$ cat config.mk
export PLATFORM = sky130hd
export DESIGN_NAME = rom_share_arb
export DESIGN_NICKNAME = d
export VERILOG_FILES = /design/src/rtl/rom_share_arb.sv
export SDC_FILE = /design/constraint.sdc
export NUM_CORES = 1
export LEC_CHECK = 0
export ABC_AREA = 1
export BUFFER_PORTS_ARGS = -buffer_cell sky130_fd_sc_hd__buf_4
export CAP_MARGIN = 30
export CORE_MARGIN = 10
export CORE_UTILIZATION = 45
export DETAILED_ROUTE_END_ITERATION = 12
export PLACE_DENSITY = 0.83
export SYNTH_ARGS = -nofsm -noshare
export SYNTH_HDL_FRONTEND = slang
export SYNTH_SLANG_ARGS = --single-unit
$ cat constraint.sdc
create_clock -name clk -period 2.45 [get_ports clk]
set_input_delay 0.1225 -clock clk [delete_from_list [all_inputs] [get_ports clk]]
set_output_delay 0.1225 -clock clk [all_outputs]
set_load 0.05 [all_outputs]
$ cat src/rtl/rom_share_arb.sv
// rom_share_arb: shares one synchronous image ROM between the start-screen renderer (port 0)
// and the end-screen renderer (port 1). At most one read is granted per cycle; priority
// follows the game status. Read data is steered back to the requester that issued the read.
module rom_share_arb #(
    parameter int unsigned ADDR_W  = 14,
    parameter int unsigned DATA_W  = 8,
    parameter int unsigned ROM_LAT = 1   // legal range 1..3
) (
    input  logic              clk,
    input  logic              rst,
    input  logic [2:0]        game_status,
    input  logic              req0,
    input  logic [ADDR_W-1:0] addr0,
    output logic              gnt0,
    output logic [DATA_W-1:0] rdata0,
    output logic              rvld0,
    input  logic              req1,
    input  logic [ADDR_W-1:0] addr1,
    output logic              gnt1,
    output logic [DATA_W-1:0] rdata1,
    output logic              rvld1,
    output logic [ADDR_W-1:0] rom_addr,
    output logic              rom_rd_en,
    input  logic [DATA_W-1:0] rom_q,
    output logic [15:0]       conflict_cnt
);

    typedef enum logic [1:0] {ModeFix0, ModeFix1, ModeRr} mode_e;

    mode_e               mode;
    logic                last_gnt_q;   // 1 = port 1 granted most recently
    logic                rom_rd_en_q;
    logic [ADDR_W-1:0]   rom_addr_q;
    logic                issue_tag_q;  // port of the read currently at the ROM input
    logic [ROM_LAT-1:0]  pipe_vld_q;
    logic [ROM_LAT-1:0]  pipe_tag_q;
    logic                ret_vld;
    logic                ret_tag;
    logic [DATA_W-1:0]   rdata0_q;
    logic [DATA_W-1:0]   rdata1_q;
    logic                rvld0_q;
    logic                rvld1_q;
    logic [15:0]         conflict_cnt_q;
    logic [2:0]          prev_status_q;
    logic                any_gnt;

    // Decode the priority mode; anything that is not START or END falls back to round-robin.
    always_comb begin
        case (game_status)
            3'b001:  mode = ModeFix0;
            3'b100:  mode = ModeFix1;
            default: mode = ModeRr;
        endcase
    end

    // Combinational grant; a lone requester always wins, ties resolved by mode.
    always_comb begin
        gnt0 = 1'b0;
        gnt1 = 1'b0;
        if (!rst) begin
            if (req0 && req1) begin
                case (mode)
                    ModeFix0: gnt0 = 1'b1;
                    ModeFix1: gnt1 = 1'b1;
                    default: begin
                        if (last_gnt_q) gnt0 = 1'b1;
                        else            gnt1 = 1'b1;
                    end
                endcase
            end else begin
                gnt0 = req0;
                gnt1 = req1;
            end
        end
    end

    assign any_gnt = gnt0 | gnt1;

    // Issue stage: register the granted address and remember which port it belongs to.
    always_ff @(posedge clk or posedge rst) begin
        if (rst) begin
            last_gnt_q  <= 1'b1;
            rom_rd_en_q <= 1'b0;
            rom_addr_q  <= '0;
            issue_tag_q <= 1'b0;
        end else begin
            rom_rd_en_q <= any_gnt;
            issue_tag_q <= gnt1;
            if (any_gnt) begin
                last_gnt_q <= gnt1;
                rom_addr_q <= gnt0 ? addr0 : addr1;
            end
        end
    end

    // Tag/valid pipeline tracking each read through the ROM latency.
    always_ff @(posedge clk or posedge rst) begin
        if (rst) begin
            pipe_vld_q <= '0;
            pipe_tag_q <= '0;
        end else begin
            pipe_vld_q[0] <= rom_rd_en_q;
            pipe_tag_q[0] <= issue_tag_q;
            for (int i = 1; i < int'(ROM_LAT); i++) begin
                pipe_vld_q[i] <= pipe_vld_q[i-1];
                pipe_tag_q[i] <= pipe_tag_q[i-1];
            end
        end
    end

    assign ret_vld = pipe_vld_q[ROM_LAT-1];
    assign ret_tag = pipe_tag_q[ROM_LAT-1];

    // Return stage: capture rom_q into the tagged port and pulse its valid.
    always_ff @(posedge clk or posedge rst) begin
        if (rst) begin
            rdata0_q <= '0;
            rdata1_q <= '0;
            rvld0_q  <= 1'b0;
            rvld1_q  <= 1'b0;
        end else begin
            rvld0_q <= ret_vld && !ret_tag;
            rvld1_q <= ret_vld && ret_tag;
            if (ret_vld && !ret_tag) rdata0_q <= rom_q;
            if (ret_vld && ret_tag)  rdata1_q <= rom_q;
        end
    end

    // Contention counter; a status change clears it and wins over the increment.
    always_ff @(posedge clk or posedge rst) begin
        if (rst) begin
            conflict_cnt_q <= '0;
            prev_status_q  <= 3'b001;
        end else begin
            prev_status_q <= game_status;
            if (game_status != prev_status_q) begin
                conflict_cnt_q <= '0;
            end else if (req0 && req1 && (conflict_cnt_q != 16'hFFFF)) begin
                conflict_cnt_q <= conflict_cnt_q + 16'd1;
            end
        end
    end

    assign rom_addr     = rom_addr_q;
    assign rom_rd_en    = rom_rd_en_q;
    assign rdata0       = rdata0_q;
    assign rdata1       = rdata1_q;
    assign rvld0        = rvld0_q;
    assign rvld1        = rvld1_q;
    assign conflict_cnt = conflict_cnt_q;

endmodule

Word-level counts from Yosys, hierarchy flattened
Cells that the tools add are included.
{"block": "classes", "n_addsub": 1, "eq_ne": 5, "muxes": 12, "bitwise_logic": 1, "reduce_logical": 7}
{"op": "2-to-1 mux 16 bit", "n": 2}
{"op": "adder 16 x 1 -> 16 bit, second input constant", "n": 1}
{"op": "!= test 16 bit, second input constant", "n": 1}
{"op": "2-to-1 mux 14 bit", "n": 1}
{"op": "2-to-1 mux 1 bit", "n": 6}
{"op": "logical AND 1 bit", "n": 4}
{"op": "one-hot mux 1 bit (2 select lines)", "n": 2}
{"op": "one-hot mux 2 bit (2 select lines)", "n": 1}
{"op": "== test 3 x 1 -> 1 bit, second input constant", "n": 1}
{"op": "== test 3 bit, second input constant", "n": 1}
{"op": "!= test 3 bit", "n": 1}
{"op": "== test 2 x 1 -> 1 bit, second input constant", "n": 1}
{"op": "zero test 2 bit", "n": 1}
{"op": "nonzero test 2 bit", "n": 1}
{"op": "zero test 1 bit", "n": 1}
{"op": "bitwise OR 1 bit", "n": 1}
{"block": "totals", "ff_bits": 56, "inputBits": 43, "out_inout_bits": 51, "word_cells": 38}

Logic depth before layout (Yosys ltp)
{"block": "logic_depth", "depth_word": 7, "depth_mapped": 10, "ltp_nobuf": 9}

Worst setup path before layout
No wires, ideal clock.
{"block": "synth_path", "path_kind": "input to register", "from": "in rst", "to": "reg rom_addr_q[10] (netlist: rom_addr[10])", "setup_ns": 0.120, "arrival_ns": 2.416, "required_ns": 2.330, "slack_ns": -0.086, "cell_stages": 5, "path_buffers": 1, "cell_sequence": "inv_2 buf_1 nand4_1 nand2_1 nand2_1"}
{"block": "synth_via", "elab_chain_len": 2}
{"item": "start: declaration", "line": "10", "text": "input logic rst,"}
{"item": "2-to-1 mux 1 bit", "line": "60", "text": "if (!rst) begin"}
{"item": "2-to-1 mux 14 bit / bitwise OR 1 bit (equally long branches)", "line": "91, 77"}
{"item": "end signal: assignment", "line": "91", "text": "rom_addr_q <= gnt0 ? addr0 : addr1;"}
{"item": "end: declaration", "line": "33", "text": "logic [ADDR_W-1:0] rom_addr_q;"}
Several ways; a longest one is shown, not always the timed one.
A chain may end at the register's enable or synchronous reset.

Worst setup path after layout
{"block": "layout_path", "from": "in rst", "to": "out gnt1"}
{"block": "layout_via", "elab_chain_len": 1}
{"item": "2-to-1 mux 1 bit", "line": "60"}
{"item": "end: declaration", "line": "19", "text": "output logic gnt1,"}
No other way between the ends.

==> summary.txt <==
Critical path
  • Family with the most delay on the worst path: buffers and inverters
  • Crit path max fanout: 18
  • Bufs and invs on worst path: 4
  • Worst r2r src: conflict_cnt[0]$_DFFE_PP0P_
  • Critical-path cell list: dlygate4sd3_1 > buf_4 > inv_2 > nand2_1 > a21oi_1 > buf_4
  • Depth of the worst register-to-register path: 9
  • Crit path required time: 2.33 ns
  • Most frequent CP cell: buf_4
  • Data arrival, critical path: 2.00 ns
  • R2R Path End: conflict_cnt[3]$_DFFE_PP0P_
  • Crit end category: output port
  • Critical path's largest stage delay: 0.53 ns
  • FF-to-FF setup slack: 0.60 ns
  • Highest-delay cell along the critical path: dlygate4sd3_1
  • Worst setup SP type: input pin
  • WS Path Type: input pin to output port

Synthesis
  • Netlist cell types: 27
  • Synthesized instance count: 361
  • Synth area leaders: dfrtp_1, nand2_1, inv_1
  • Post-synth top area share: 48.0%
  • Yosys warnings: 0
  • Post-synthesis sequential area ratio: 49.9%
  • Top cell type by total area after synthesis: dfrtp_1
  • EDFF count, synth: 0
  • Syn_area_per_cell: 7.80 sq um
  • Mapped Nets: 405
  • Ys async rst share: 100%
  • Post-Syn Area: 2820 sq um
  • Most used DFF post-synth: dfrtp_1
  • #FFs+latches synth: 56

Die
  • Initial Util: 47.0%
  • # rows: 28
  • Core region area: 5990 sq um
  • Die area: 9820 sq um
  • Boundary pin count: 94
  • Die W: 99.1 um
  • Die span in y: 99.1 um

Layout
  • Commonest non-fill, non-tap cell in the layout: nand2_1
  • Most frequent cells in the layout: nand2_1, buf_4, dfrtp_1, inv_1
  • Final Non-Filler Cells: 533
  • Final instance area: 3710 sq um
  • Final net count: 501
  • Area added between synthesis and finish: 31.6%
  • Antenna Diode Count: 0
  • Share of post-route cells with drive strength above 1: 26.2%

Global routing
  • Total grt overflow: 0
  • First-pass GRT wire length: 13.1 mm
  • Largest net degree at the start of global routing: 37
  • Vias in the first global route: 2,723
  • GRT Total Usage: 15.9%
  • Initial antenna violation count: 0

Flow run
  • Reported max-cap violation count: 0

Pwr
  • Final Power: 2.35 mW
  • Pwr/cell area: 635 nW/um^2
  • Peak supply drop: 376 uV
  • Pleak: 1.99 nW

STA
  • Worst Tran Pin Value: 0.618 ns
  • Total negative slack: 0 ns
  • Layout Skew: 0.00489 ns
  • Worst rel slew slack: 58.8%
  • Post-route minimum period: 2.13 ns
  • Final hold vios: 0
  • Final Setup Violations: 0
  • Final worst-path cycle share: 86.8%
  • Fin. max-slew vios: 0
  • RSZ-0062 raised after global routing: false
  • FMAX: 0.470 GHz

Clocking
  • Resized Gates After CTS: 0
  • Clk sinks: 56
  • Clock latency on the worst-skew pair: 0.32 ns
  • Longest Clk Path Bufs: 2
  • Clk root buf: clkbuf_8
  • H-tree depth: 2
  • CTS Buf Count: 5
  • Reg clk slew, reported paths: 0.10 ns
  • CTS tree: done

Detailed routing
  • Residual DRC: 0
  • Final ANT Viol Nets: 0
  • Drt wl/cell: 14.5 um
  • Via density: 5.03
  • M1 wire length: 3.17 mm
  • Final Routed Wirelength: 7.71 mm
  • Via count: 2,679
  • Detail Route met3 WL: 660 um
  • Met2 WL post-DR: 3.76 mm
  • Detailed Routing Iterations Pass 1: 4
  • 1st-iter DRT viols: 103
  • Max layer used: met4

Min path
  • Worst Hold Class: input pin to register
  • Worst hold path depth: 3
  • Hold Startpoint: rom_q[2]
  • Sink of the worst hold path: rdata1[2]$_DFFE_PP0P_

Run status
  • Status: completed

Placement
  • Gpl congestion: 0.873
  • Post-DP Area: 3570 sq um
  • Dpl cells: 521
  • Final HPWL DP: 5.89 mm
  • IO Port Bufs: 93
cell type report:
type / instances / area, sq um
clock buffers: 5 / 68.8
clock inverters: 3 / 22.5
fillers: 517 / 2280
inverters: 52 / 195
multi-input cells: 241 / 1150
flip-flops and latches: 56 / 1400
well taps: 75 / 93.8
repair buffers: 101 / 768
worst reg2reg max path, stage by stage (launching register included):
cell and delay [ns]:
dfrtp_1 0.44, ha_1 0.24, nand2_1 0.10, nor2_1 0.07
nand2_2 0.10, nor2_4 0.05, nor2_2 0.47, nor2_8 0.12
nand2_1 0.09, o21ai_1 0.07
sequential cells by signal, summed over array words and instances (netlist names):
| register | flops |
|---|---|
| rom_addr | 14 |
| rdata0 | 8 |
| issue_tag_q | 1 |
| pipe_vld_q | 1 |
| rdata1 | 8 |
| rvld0 | 1 |
| rom_rd_en | 1 |
| rvld1 | 1 |
| last_gnt_q | 1 |
| prev_status_q | 3 |
| pipe_tag_q | 1 |
| conflict_cnt | 16 |
report_power, final:
group / internal, mW / total (mW) / switching [mW]
clock: 0.206 / 0.529 / 0.323
sequential: 1.02 / 1.08 / 0.0565
combinational: 0.227 / 0.748 / 0.521
cells in the mapped netlist, types with 2 or more instances:
cell type	instances
a21oi_1	2
buf_2	2
buf_4	2
clkbuf_1	6
dfrtp_1	54
dfstp_2	2
inv_1	50
inv_2	2
nand2_1	115
nand2_2	4
nand3_1	13
nand4_1	25
nor2_1	25
nor2_2	2
nor2_4	2
o21ai_0	21
o21ai_1	15
o21bai_1	4
xnor2_1	2
xor2_1	6
timing repair:
action	in CTS	in global routing
endpoints found under the hold margin	9	0
setup buffers	0	0
hold buffers	4	0
worst max-delay path by stage:
stage                           startpoint                           to  slack [ns]  cells past startpoint
2_1_floorplan                          rst     rom_addr[10]$_DFFE_PP0P_         0.1                      5
3_3_place_gp   conflict_cnt[0]$_DFFE_PP0P_  conflict_cnt[3]$_DFFE_PP0P_        0.74                      9
3_5_place_dp   conflict_cnt[0]$_DFFE_PP0P_  conflict_cnt[3]$_DFFE_PP0P_        0.63                      9
4_1_cts                                rst                         gnt1        0.35                      6
5_1_grt                                rst                         gnt1        0.21                      6
6_report                               rst                         gnt1        0.32                      6
metal layers:
metal | GRT usage, % | vias to the layer above
li1 | - | 1331
met1 | 18.4 | 1236
met2 | 26.3 | 101
met3 | 6.37 | 11
met4 | 4.74 | 0
met5 | 0 | -
cell families (layout without fill, tap and decap cells):
family | count (synthesis) | in the layout | share of synthesized area, %
compound gates | 42 | 42 | 7.82
xor+xnor | 8 | 8 | 2.49
fa+ha+maj | 1 | 1 | 0.444
buf+inv | 64 | 161 | 9.16
flops | 56 | 56 | 49.9
simple gates | 190 | 190 | 30.2
metrics by stage:
step	util, %	worst slack, ns	hold slack (ns)
after floorplan	-	0.0968	0.127
after global placement	59.5	0.740	0.0904
after detailed placement	59.7	0.633	0.0968
after CTS	61.9	0.351	0.0668
after global routing	61.9	0.206	0.0698
final	61.9	0.324	0.0714
(Power assumes the default switching activity.)
